$ cat config.mk
export PLATFORM = sky130hd
export DESIGN_NAME = mem_dump_sequencer
export DESIGN_NICKNAME = d
export VERILOG_FILES = /design/src/rtl/mem_dump_sequencer.sv
export SDC_FILE = /design/constraint.sdc
export NUM_CORES = 1
export LEC_CHECK = 0
export BUFFER_PORTS_ARGS = -buffer_cell sky130_fd_sc_hd__clkbuf_2
export CAP_MARGIN = 20
export CORE_MARGIN = 1.5
export CORE_UTILIZATION = 54
export CTS_BUF_LIST = sky130_fd_sc_hd__clkbuf_4
export CTS_CLUSTER_SIZE = 20
export DETAILED_ROUTE_END_ITERATION = 10
export PLACE_DENSITY = 0.86
export SLEW_MARGIN = 25
export SYNTH_ARGS = -nofsm -noshare
export SYNTH_HDL_FRONTEND = slang
export SYNTH_SLANG_ARGS = --single-unit
$ cat constraint.sdc
create_clock -name clk -period 2.7 [get_ports clk]
set_clock_uncertainty 0.05 [all_clocks]
set_input_delay 0.54 -clock clk [delete_from_list [all_inputs] [get_ports clk]]
set_output_delay 0.54 -clock clk [all_outputs]
set_load 0.01 [all_outputs]
$ cat src/rtl/mem_dump_sequencer.sv
// Memory dump sequencer: reads a byte range and streams it as lowercase hex text with CR LF line breaks.
// Optional feature macro MEM_DUMP_ADDR_PREFIX_EN prefixes every line with "<addr>: ".
module mem_dump_sequencer #(
  parameter int ADDR_W         = 8,
  parameter int BYTES_PER_LINE = 16
) (
  input  logic              clk,
  input  logic              rst,
  input  logic [7:0]        uart_data,
  input  logic              read_start_set,
  input  logic              read_end_set,
  input  logic              read_stop,
  output logic              dump_running,
  output logic              mem_re,
  output logic [ADDR_W-1:0] mem_raddr,
  input  logic [7:0]        mem_rdata,
  output logic [7:0]        tx_data,
  output logic              tx_valid,
  input  logic              tx_ready
);

  typedef enum logic [3:0] {
    S_IDLE,
    S_READ,
    S_WAIT,
    S_HI,
    S_LO,
    S_SP,
    S_CR,
    S_LF,
    S_DONE
`ifdef MEM_DUMP_ADDR_PREFIX_EN
    ,
    S_APFX,
    S_COLON,
    S_ASP
`endif
  } state_t;

  localparam logic [7:0] LAST_IN_LINE = 8'(BYTES_PER_LINE - 1);

`ifdef MEM_DUMP_ADDR_PREFIX_EN
  localparam int         NIBS     = (ADDR_W + 3) / 4;
  localparam int         PAD_W    = NIBS * 4;
  localparam logic [7:0] LAST_NIB = 8'(NIBS - 1);
  // Every line opens with the address prefix before its first read.
  localparam state_t     FIRST    = S_APFX;
`else
  localparam state_t     FIRST    = S_READ;
`endif

  state_t            state_q, state_d;
  logic [ADDR_W-1:0] start_q, start_d;
  logic [ADDR_W-1:0] end_q, end_d;
  logic [ADDR_W-1:0] cur_q, cur_d;
  logic [7:0]        line_q, line_d;
  logic [7:0]        byte_q, byte_d;
  logic [7:0]        tx_data_q, tx_data_d;
  logic              stop_q, stop_d;
`ifdef MEM_DUMP_ADDR_PREFIX_EN
  logic [7:0]        nib_q, nib_d;
`endif

  logic [ADDR_W-1:0] data_ext;
  logic [ADDR_W-1:0] start_eff;
  logic              is_tx;
  logic              hs;
  logic              stop_any;

  function automatic logic [7:0] hex_char(input logic [3:0] n);
    return (n < 4'd10) ? (8'h30 + {4'h0, n}) : (8'h57 + {4'h0, n});
  endfunction

`ifdef MEM_DUMP_ADDR_PREFIX_EN
  function automatic logic [3:0] addr_nib(input logic [ADDR_W-1:0] a, input logic [7:0] idx);
    logic [PAD_W-1:0] pad;
    pad = PAD_W'(a);
    return pad[(NIBS - 1 - int'(idx)) * 4 +: 4];
  endfunction
`endif

  assign data_ext  = ADDR_W'(uart_data);
  // A start strobe in the same cycle as the end strobe must already be seen.
  assign start_eff = read_start_set ? data_ext : start_q;
  assign hs        = is_tx & tx_ready;
  assign stop_any  = read_stop | stop_q;

  always_comb begin
    is_tx = 1'b0;
    case (state_q)
      S_HI, S_LO, S_SP, S_CR, S_LF: is_tx = 1'b1;
`ifdef MEM_DUMP_ADDR_PREFIX_EN
      S_APFX, S_COLON, S_ASP:       is_tx = 1'b1;
`endif
      default:                      is_tx = 1'b0;
    endcase
  end

  always_comb begin
    // NOTE: every signal written here gets a default first, so no latch can be inferred.
    state_d   = state_q;
    start_d   = start_q;
    end_d     = end_q;
    cur_d     = cur_q;
    line_d    = line_q;
    byte_d    = byte_q;
    stop_d    = stop_q;
    tx_data_d = 8'h00;
`ifdef MEM_DUMP_ADDR_PREFIX_EN
    nib_d     = nib_q;
`endif

    if (read_start_set) start_d = data_ext;

    case (state_q)
      S_IDLE: begin
        if (read_end_set && !read_stop) begin
          end_d   = data_ext;
          cur_d   = start_eff;
          line_d  = 8'd0;
          state_d = (data_ext < start_eff) ? S_DONE : FIRST;
`ifdef MEM_DUMP_ADDR_PREFIX_EN
          nib_d   = 8'd0;
`endif
        end
      end
      S_READ: state_d = read_stop ? S_IDLE : S_WAIT;
      S_WAIT: begin
        byte_d  = mem_rdata;
        state_d = read_stop ? S_IDLE : S_HI;
      end
      S_DONE: state_d = S_IDLE;
      default: begin
        // Transmit states: a stop lets the pending character finish first.
        if (hs && stop_any) begin
          state_d = S_IDLE;
        end else if (hs) begin
          case (state_q)
            S_HI: state_d = S_LO;
            S_LO: state_d = (cur_q == end_q || line_q == LAST_IN_LINE) ? S_CR : S_SP;
            S_SP: begin
              cur_d   = cur_q + ADDR_W'(1);
              line_d  = line_q + 8'd1;
              state_d = S_READ;
            end
            S_CR: state_d = S_LF;
            S_LF: begin
              if (cur_q == end_q) begin
                state_d = S_DONE;
              end else begin
                cur_d   = cur_q + ADDR_W'(1);
                line_d  = 8'd0;
                state_d = FIRST;
`ifdef MEM_DUMP_ADDR_PREFIX_EN
                nib_d   = 8'd0;
`endif
              end
            end
`ifdef MEM_DUMP_ADDR_PREFIX_EN
            S_APFX: begin
              if (nib_q == LAST_NIB) state_d = S_COLON;
              else                   nib_d   = nib_q + 8'd1;
            end
            S_COLON: state_d = S_ASP;
            S_ASP:   state_d = S_READ;
`endif
            default: state_d = S_IDLE;
          endcase
        end else if (read_stop) begin
          stop_d = 1'b1;
        end
      end
    endcase

    if (state_d == S_IDLE) stop_d = 1'b0;

    // tx_data is registered from the next state so it is stable for the whole handshake.
    case (state_d)
      S_HI:    tx_data_d = hex_char(byte_d[7:4]);
      S_LO:    tx_data_d = hex_char(byte_d[3:0]);
      S_SP:    tx_data_d = 8'h20;
      S_CR:    tx_data_d = 8'h0d;
      S_LF:    tx_data_d = 8'h0a;
`ifdef MEM_DUMP_ADDR_PREFIX_EN
      S_APFX:  tx_data_d = hex_char(addr_nib(cur_d, nib_d));
      S_COLON: tx_data_d = 8'h3a;
      S_ASP:   tx_data_d = 8'h20;
`endif
      default: tx_data_d = 8'h00;
    endcase
  end

  always_ff @(posedge clk) begin
    // NOTE: non-blocking assignments so every register samples pre-edge values.
    if (rst) begin
      state_q   <= S_IDLE;
      start_q   <= '0;
      end_q     <= '0;
      cur_q     <= '0;
      line_q    <= 8'd0;
      byte_q    <= 8'd0;
      tx_data_q <= 8'd0;
      stop_q    <= 1'b0;
`ifdef MEM_DUMP_ADDR_PREFIX_EN
      nib_q     <= 8'd0;
`endif
    end else begin
      state_q   <= state_d;
      start_q   <= start_d;
      end_q     <= end_d;
      cur_q     <= cur_d;
      line_q    <= line_d;
      byte_q    <= byte_d;
      tx_data_q <= tx_data_d;
      stop_q    <= stop_d;
`ifdef MEM_DUMP_ADDR_PREFIX_EN
      nib_q     <= nib_d;
`endif
    end
  end

  assign tx_valid     = is_tx;
  assign tx_data      = tx_data_q;
  assign mem_re       = (state_q == S_READ);
  assign mem_raddr    = cur_q;
  assign dump_running = (state_q != S_IDLE) | (read_end_set & (state_q == S_IDLE));

endmodule

[Yosys cells after proc, flatten, opt, wreduce, memory -nomap -nowiden]
Index checks and enable logic that the tools add are counted.
Storage, ports and cells
  register bits: 53
  latch bits: 0
  memory bits (writable): 0
  memory bits (read-only): 0
  input port bits: 22
  output and inout bits: 19
  word-level logic and storage cells: 87
  memories kept: 0
Cells by class
  add/sub/neg operators: 6
  multipliers: 0
  div/mod/pow operators: 0
  magnitude comparators: 3
  equal/unequal tests: 18
  shift-type cells: 0
  muxes and demuxes: 28
  bitwise gates (word level): 8
  reduce and logical (&&, ||, !) cells: 16
Operators with widths (number)
  2-to-1 mux 8 bit: 12
  case mux 8 bit (2 select lines): 4
  case mux 8 bit (5 select lines): 1
  equality test 4 x 3 -> 1 bit (second input constant): 8
  2-to-1 mux 4 bit: 5
  case mux 4 bit (5 select lines): 1
  adder 7 x 4 -> 8 bit (first input constant): 2
  adder 8 x 1 -> 8 bit (second input constant): 2
  case mux 4 bit (4 select lines): 1
  adder 6 x 4 -> 7 bit (first input constant): 2
  equality test 4 x 2 -> 1 bit (second input constant): 3
  equality test 8 x 4 -> 1 bit (second input constant): 1
  equality test 8 bit: 1
  logical NOT 4 bit: 2
  < comparator 4 bit (second input constant): 2
  < comparator 8 bit: 1
  2-to-1 mux 2 bit: 3
  AND reduction 6 bit: 1
  OR reduction 5 bit: 1
  equality test 4 x 1 -> 1 bit (second input constant): 1
  equality test 4 bit (second input constant): 1
  inverter 1 bit: 4
  AND reduction 4 bit: 1
  nonzero test 4 bit: 1
  15 further kinds: 18

[Logic depth before layout (Yosys ltp)]
Gate-level depths: netlist (run 1).
  depth in word-level cells: 9
  depth in mapped cells: 9
  gate-level depth less buffers: 8

[Worst setup path before layout (run 1)]
Ideal clock, no wire load.
  path type: in2reg
  start: input port read_start_set
  end: register tx_data_q[6], in the netlist tx_data[6]
  setup time: 93 ps
  arrival time: 2455 ps
  required time: 2557 ps
  slack: 102 ps
  stages: 9
  path buffers: 1
  path through: buf_2 > mux2i_1 > ha_1 > o211ai_1 > o21ai_0 > a211o_1 > o2111ai_1 > or3_1 > o32ai_1
On the way
  longest elaborated chain between the ends: 7
  elaborated cells between the ends (all ways): 11
  classes of those cells: 1 x order compare; 5 x eq/ne; 5 x mux
RTL lines
  start, declared: RTL line 10  | input logic read_start_set,
  2-to-1 mux 8 bit (*)
  < comparator 8 bit (*): RTL line 121  | state_d = (data_ext < start_eff) ? S_DONE : FIRST;
  2-to-1 mux 4 bit (*): RTL line 121
  2-to-1 mux 4 bit (*): RTL line 117  | if (read_end_set && !read_stop) begin
  case mux 4 bit (4 select lines) (*): RTL line 115  | case (state_q)
  equality test 4 x 3 -> 1 bit or equality test 4 x 2 -> 1 bit (tied branches): RTL line 178  | case (state_d)
  case mux 8 bit (5 select lines) (*): RTL line 178
  end signal, assigned: RTL line 214  | tx_data_q <= tx_data_d;
  end, declared: RTL line 58  | logic [7:0] tx_data_q, tx_data_d;
Every way passes the cells marked *; elsewhere a longest branch is shown, timed or not.
A chain may end at the register's enable or synchronous reset.

[Final worst setup path (run 1)]
  start: register state_q[3]
  end: register tx_data_q[4], in the netlist tx_data[4]
On the way
  longest elaborated chain between the ends: 9
  elaborated cells between the ends (all ways): 33
  classes of those cells: 4 x add/sub; 2 x order compare; 13 x eq/ne; 10 x mux; 1 x bitwise; 3 x reduce/logical
RTL lines
  start, declared: RTL line 52  | state_t state_q, state_d;
  start signal, assigned: RTL line 208  | state_q <= state_d;
  equality test 4 x 3 -> 1 bit or equality test 4 x 2 -> 1 bit (tied branches): RTL line 90, 138
  OR reduction 5 bit: RTL line 90  | case (state_q)
  2-to-1 mux 1 bit: RTL line 90
  AND 1 bit: RTL line 85  | assign hs = is_tx & tx_ready;
  2-to-1 mux 4 bit or logical AND 1 bit (tied branches): RTL line 137, 135
  2-to-1 mux 4 bit: RTL line 135  | if (hs && stop_any) begin
  case mux 4 bit (4 select lines): RTL line 115
  equality test 4 x 3 -> 1 bit or equality test 4 x 2 -> 1 bit (tied branches): RTL line 178
  case mux 8 bit (5 select lines) (*): RTL line 178
Marks and branches as above.

==> metrics.md, run 1 <==
| Metric | Value |
|---|---|
| H-tree levels | `2` |
| Die ar. | `0.00625 sq mm` |
| TritonCTS clock tree | `done` |
| Final hold slack | `0.353 ns` |
| Clk sink count | `52` |
| Hold Path Class | `primary input to register` |
| Initial antenna violation count | `0` |
| Worst-path fanout max | `8` |
| Routed Antenna Nets | `0` |
| Gr usage total | `25.3%` |
| CP Launch Type | `register` |
| Max-Cap Viols | `0` |
| Syn-to-layout area delta | `14.9%` |
| Layout cell share with drive strength beyond 1 | `21.4%` |
| Syn Area/Cell | `8.32 sq um` |
| Die height | `79.0 um` |
| CP Capture Type | `register` |
| FF+latch count, synth | `52` |
| Power Density | `437 mW/mm^2` |
| Combinational share of power | `19.8%` |
| Hold_buf cts | `0` |
| Post-synth ARST share | `0%` |
| Arr. time, crit path | `2.79 ns` |
| Syn Nets | `408` |
| Sw Pwr | `459 uW` |
| Clock buffer depth | `2` |
| DR vias | `3027` |
| Worst setup path start | `state_q[3]$_SDFF_PP0_` |
| Standard-cell rows | `27` |
| DRT Wirelength | `7620 um` |
| YS warnings | `0` |
| Sequential Power Share | `51.8%` |
| Input/output buffers | `39` |
| Synthesized area | `0.00312 sq mm` |
| Outcome | `finished clean` |
| DRC Markers | `0` |
| Critical path type | `register to register` |
| GP Congestion | `0.908` |
| Clock power frac | `28.5%` |
| DR pass1 iterations | `5` |
| Filler cell count | `482` |
| Num CTS Buffers | `5` |
| Core area | `0.00554 sq mm` |
| Final min period | `2.53 ns` |
| Global-route wire length before repair | `12700 um` |
| Avg WL per Cell | `15.3 um` |
| Final Max Slew Viols | `0` |
| Top FF cell, synth | `dfxtp_1` |
| Peak supply drop | `296 uV` |
| Initial Util | `56.3%` |
| RSZ-0062 raised after global routing | `no` |
| Number of global-route vias before repair | `2700` |
| Pleak | `1.46 nW` |
| Skew-Pair Late Insertion Delay | `0.38 ns` |
| Largest net degree at the start of global routing | `44` |
| Postcts setup bufs | `0` |
| Placed instance count | `489` |
| Final #Nets | `457` |
| Clock root buffer | `clkbuf_4` |
| Dpl cell area | `0.00349 sq mm` |
| Sequential area share after synthesis | `33.3%` |
| Gates resized, CTS repair | `0` |
| Cells after synthesis | `375` |
| Net Sw Frac | `29.3%` |
| Part of the cycle the worst path needs | `93.6%` |
| Synth cell types | `68` |
| Hold path startpoint | `uart_data[0]` |
| Grt ovf | `0` |
| Post-synth EDFFs | `0` |
| Post-route cell area | `0.00359 sq mm` |
| Worst Path Required | `2.97 ns` |
| Die Span X | `79.0 um` |
| Cell Int Power | `1.11 mW` |
| Final Hold Fails | `0` |
| Post-Layout Cell Count | `497` |
| Hpwl dp | `5650 um` |
| IO Count | `41` |
| Vias per cell | `6.09` |
| RR Startpoint | `state_q[3]$_SDFF_PP0_` |
| Ant. Diodes | `0` |
| # setup viols final | `0` |
| Max frequency | `396 MHz` |
| Clk slew on worst S/H paths | `0.15 ns` |
| 1st-iter DRT viols | `219` |
==> cell usage after synthesis, types with 3 or more instances <==
cell type  number  area, sq um
dfxtp_1        52         1040
nand2_1        43          161
nor2_1         37          139
a21oi_1        35          175
o21ai_0        23          115
mux2i_1        18          180
clkbuf_1       11         41.3
ha_1           11          138
nand3_1        10         50.1
and3_1          9         56.3
nand2b_1        9         56.3
buf_2           8         40.0
xnor2_1         8         70.1
nor3_1          7         35.0
o211ai_1        6         45.0
nand3b_1        5         37.5
or3_1           5         31.3
or4_1           5         37.5
a31oi_1         4         25.0
inv_1           3         11.3
o21bai_1        3         22.5
o2bb2ai_1       3         26.3
or4b_1          3         30.0
xor2_1          3         26.3
==> per-stage QoR <==
step           setup slack, ns  util (%)  power, mW  setup TNS (ns)
2_1_floorplan            0.102         -       1.02               0
3_3_place_gp            0.0431      62.9       1.11               0
3_5_place_dp            -0.129      62.9       1.12          -0.437
4_1_cts                 0.0452      64.4       1.56               0
5_1_grt                 0.0319      64.7       1.63               0
6_report                 0.174      64.7       1.57               0
==> area by class of cell <==
type | count | area [sq um] | share of cell area [%]
Clock inverter | 3 | 42.5 | 1.19
Multi-Input combinational cell | 297 | 1970 | 55.0
Tap cell | 72 | 90.1 | 2.51
Clock buffer | 5 | 37.5 | 1.05
Inverter | 3 | 11.3 | 0.314
Sequential cell | 52 | 1040 | 29.0
Timing Repair Buffer | 65 | 390 | 10.9
==> power by group through the flow <==
stage | clock, mW | combinational [mW] | sequential [mW]
2_1_floorplan | 0 | 0.193 | 0.826
3_5_place_dp | 0 | 0.296 | 0.828
5_1_grt | 0.478 | 0.340 | 0.815
3_3_place_gp | 0 | 0.286 | 0.827
6_report | 0.446 | 0.310 | 0.812
4_1_cts | 0.450 | 0.298 | 0.812
==> flip-flops by register name, indices dropped and copies added (netlist names) <==
name and flops:
line_q 8, end_q 8, mem_raddr 8, stop_q 1
byte_q 8, state_q 4, tx_data 7, start_q 8
==> metal layers <==
| metal | up-vias | part of all wire [%] | track usage, % |
|---|---|---|---|
| li1 | 1471 | - | - |
| met1 | 1437 | 45 | 34.2 |
| met2 | 98 | 47 | 39.4 |
| met3 | 21 | 6.2 | 4.60 |
| met4 | 0 | 2.3 | 10.9 |
| met5 | - | 0 | 0 |
==> cell families after synthesis <==
logic type / synth area share (%)
AOI/OAI and AO/OA: 22.1
xor gates and xnor gates: 3.09
adders and majority gates: 4.73
buffers and inverters: 4.05
DFF: 33.3
muxes: 6.49
other: 0.120
and+or+nand+nor: 26.1
==> placed cells by master (no fill, tap or decap), drive strengths merged, types with 3 or more instances in the layout <==
| master | Yosys | routed |
|---|---|---|
| a21oi | 36 | 36 |
| a31oi | 4 | 4 |
| and3 | 9 | 9 |
| buf | 12 | 26 |
| clkbuf | 11 | 44 |
| dfxtp | 52 | 52 |
| ha | 11 | 11 |
| inv | 3 | 3 |
| mux2i | 18 | 18 |
| nand2 | 43 | 43 |
| nand2b | 9 | 9 |
| nand3 | 10 | 10 |
| nand3b | 5 | 5 |
| nor2 | 37 | 37 |
| nor3 | 7 | 7 |
| o211ai | 6 | 6 |
| o21ai | 23 | 23 |
| o21bai | 3 | 3 |
| o2bb2ai | 3 | 3 |
| or3 | 5 | 5 |
| or4 | 6 | 6 |
| or4b | 3 | 3 |
| xnor2 | 8 | 8 |
| xor2 | 3 | 3 |
==> critical path: stages (launching register included) <==
cell and delay [ns]:
dfxtp_1 0.45, buf_4 0.22, and2b_1 0.33, nand2_1 0.10, o311ai_2 0.37, o2111ai_2 0.24, or4_1 0.53, a21oi_1 0.17
==> path summary, 6_finish.rpt <==
path	cells after the start	slack (ns)	endpoint
hold / removal	3	0.35	end_q[0]$_SDFFE_PP0P_
setup reg to reg	7	0.17	tx_data[4]$_SDFF_PP0_
setup / recovery	7	0.17	tx_data[4]$_SDFF_PP0_
hold reg to reg	2	0.43	end_q[2]$_SDFFE_PP0P_
No activity file was read; power rests on OpenSTA's default activity.
==> run 2, diff against run 1 <==
--- a/config.mk
+++ b/config.mk
@@ -5,14 +5,14 @@
 export SDC_FILE = /design/constraint.sdc
 export NUM_CORES = 1
 export LEC_CHECK = 0
-export BUFFER_PORTS_ARGS = -buffer_cell sky130_fd_sc_hd__clkbuf_2
+export BUFFER_PORTS_ARGS = -buffer_cell sky130_fd_sc_hd__buf_2
 export CAP_MARGIN = 20
 export CORE_MARGIN = 1.5
 export CORE_UTILIZATION = 54
 export CTS_BUF_LIST = sky130_fd_sc_hd__clkbuf_4
 export CTS_CLUSTER_SIZE = 20
 export DETAILED_ROUTE_END_ITERATION = 10
-export PLACE_DENSITY = 0.86
+export PLACE_DENSITY = 0.88
 export SLEW_MARGIN = 25
 export SYNTH_ARGS = -nofsm -noshare
 export SYNTH_HDL_FRONTEND = slang
==> run 2 against run 1 <==
Net effect: core utilization barely moved; die area did not move; clock power fell by 23%; sequential power barely moved; combinational power barely moved; design area barely moved; flip-flop and latch count did not move; critical path depth fell by 1; clock-buffer cell count did not move.
==> metrics.md, run 2 (same netlist as run 1, synthesis figures left out) <==
| Metric | Value |
|---|---|
| TritonCTS clock tree | `done` |
| Final Hold Fails | `0 (unchanged)` |
| DRT Wirelength | `7560 um (-0.83%)` |
| Hold path startpoint | `uart_data[5]` |
| Power Density | `410 mW/mm^2 (-6.2%)` |
| Initial Util | `56.3% (unchanged)` |
| Most frequent cells in the layout | `dfxtp_1, nand2_1, buf_2` |
| Syn-to-layout area delta | `14.8% (about the same)` |
| Gr usage total | `25.2% (-0.097 points)` |
| IO Count | `41 (unchanged)` |
| Die height | `79.0 um (unchanged)` |
| Clk sink count | `52 (unchanged)` |
| Vias per cell | `5.93 (-2.7%)` |
| Met2 Use GR | `41.9% (+2.5 points)` |
| Num CTS Buffers | `5 (unchanged)` |
| GP Congestion | `0.893 (-1.7%)` |
| Max-Cap Viols | `0 (unchanged)` |
| Hpwl dp | `5760 um (+1.9%)` |
| Worst-Margin Slew | `0.622 ns` |
| Clk slew on worst S/H paths | `0.16 ns (about the same)` |
| DR vias | `2975 (-1.7%)` |
| Clock buffer depth | `2 (unchanged)` |
| Core area | `0.00554 sq mm (unchanged)` |
| Arr. time, crit path | `2.79 ns (about the same)` |
| Peak supply drop | `316 uV (+6.7%)` |
| Input/output buffers | `39 (unchanged)` |
| Number of global-route vias before repair | `2677 (-0.85%)` |
| M1 GR Usage | `33.9% (-0.33 points)` |
| Postcts setup bufs | `0 (unchanged)` |
| CP Launch Type | `register` |
| CP Capture Type | `register` |
| Critical path type | `register to register` |
| Grt met3 use | `3.45% (-1.1 points)` |
| Final hold slack | `0.366 ns (+0.0129 ns)` |
| Global-route wire length before repair | `12500 um (-1.2%)` |
| 1st-iter DRT viols | `289 (+32%)` |
| Layout cell share with drive strength beyond 1 | `21.6% (+0.22 points)` |
| Hold_buf cts | `0 (unchanged)` |
| # setup viols final | `0 (unchanged)` |
| Pleak | `1.48 nW (+1.4%)` |
| Worst-path fanout max | `12 (+4)` |
| Final min period | `2.52 ns (-0.00660 ns)` |
| Skew-Pair Late Insertion Delay | `0.38 ns (about the same)` |
| RR Startpoint | `state_q[3]$_SDFF_PP0_` |
| Filler cell count | `490 (+1.7%)` |
| Largest net degree at the start of global routing | `44 (unchanged)` |
| Critical path's slowest cell | `dfxtp_1` |
| Core Util, Final | `64.7% (about the same)` |
| Final Max Slew Viols | `0 (unchanged)` |
| Final #Nets | `463 (+1.3%)` |
| Worst Path Required | `2.97 ns (about the same)` |
| Ant. Diodes | `0 (unchanged)` |
| Hold Path Class | `primary input to register` |
| Die Span X | `79.0 um (unchanged)` |
| Avg WL per Cell | `15.1 um (-1.8%)` |
| Max_slew headroom | `58.3%` |
| Worst path cell trace | `or3b_1 -> o21bai_1 -> a211oi_1 -> o21ai_0 -> or4_1 -> a21oi_1` |
| Routed Antenna Nets | `0 (unchanged)` |
| GR peak layer | `met2` |
| Worst path max stage delay | `0.61 ns (+0.08 ns)` |
| DR pass1 iterations | `4 (-1)` |
| Standard-cell rows | `27 (unchanged)` |
| Outcome | `finished clean` |
| Initial antenna violation count | `0 (unchanged)` |
| Worst setup path start | `state_q[3]$_SDFF_PP0_` |
| H-tree levels | `2 (unchanged)` |
| Clock root buffer | `clkbuf_4` |
| Grt ovf | `0 (unchanged)` |
| Max frequency | `397 MHz (+0.26%)` |
| DRC Markers | `0 (unchanged)` |
| Part of the cycle the worst path needs | `93.3% (-0.24 points)` |
| Overall power | `1.47 mW (-6.3%)` |
| Most common cell after layout, fill and taps aside | `dfxtp_1` |
| Die ar. | `0.00625 sq mm (unchanged)` |
## run 2: per-stage QoR
stage               setup TNS [ns]  setup slack (ns)  instance area [sq um]  instances
finish                           0             0.181                   3580        502
global route               -0.0112           -0.0112                   3580        502
CTS                              0            0.0902                   3580        502
detailed placement          -0.184           -0.0680                   3530        495
global placement                 0            0.0451                   3530        495
floorplan                        0             0.102                   3120        375
## run 2: worst paths after layout
path                                end  slack (ns)  cells after the start
setup reg to reg  tx_data[4]$_SDFF_PP0_        0.18                      6
hold / removal    end_q[5]$_SDFFE_PP0P_        0.37                      3
hold reg to reg   end_q[1]$_SDFFE_PP0P_        0.43                      2
setup / recovery  tx_data[4]$_SDFF_PP0_        0.18                      6
## run 2: per-layer routing
metal	share of wire (%)	vias up
li1	-	1478
met1	46	1409
met2	48	77
met3	4.4	11
met4	1.6	0
met5	0	-
## run 2: worst max-delay path, delay by kind of cell (launching register included)
| kind | cells | cell delay (ns) |
|---|---|---|
| AND/OR/NAND/NOR | 2 | 0.73 |
| flip-flops | 1 | 0.61 |
| AO/OA/AOI/OAI | 4 | 1.07 |
## run 2: final cells by class
cell class / count / area [sq um] / area share [%]
clock buffers: 5 / 37.5 / 1.05
flip-flops and latches: 52 / 1040 / 29.0
well taps: 72 / 90.1 / 2.51
clock inverters: 2 / 12.5 / 0.349
repair buffers: 71 / 435 / 12.1
multi-input cells: 297 / 1960 / 54.6
inverters: 3 / 11.3 / 0.314
## run 2: timing repair
| action | 4_1_cts | 5_1_grt |
|---|---|---|
| setup endpoints to repair | 0 | 2 |
| resized for setup | 0 | 1 |
| endpoints found under the hold margin | 0 | 0 |
## run 2: power breakdown
group / total (mW) / switching (mW) / internal (mW)
Combinational: 0.313 / 0.180 / 0.132
Clock: 0.345 / 0.249 / 0.0955
Sequential: 0.812 / 0.0223 / 0.790
Total: 1.47 / 0.452 / 1.02
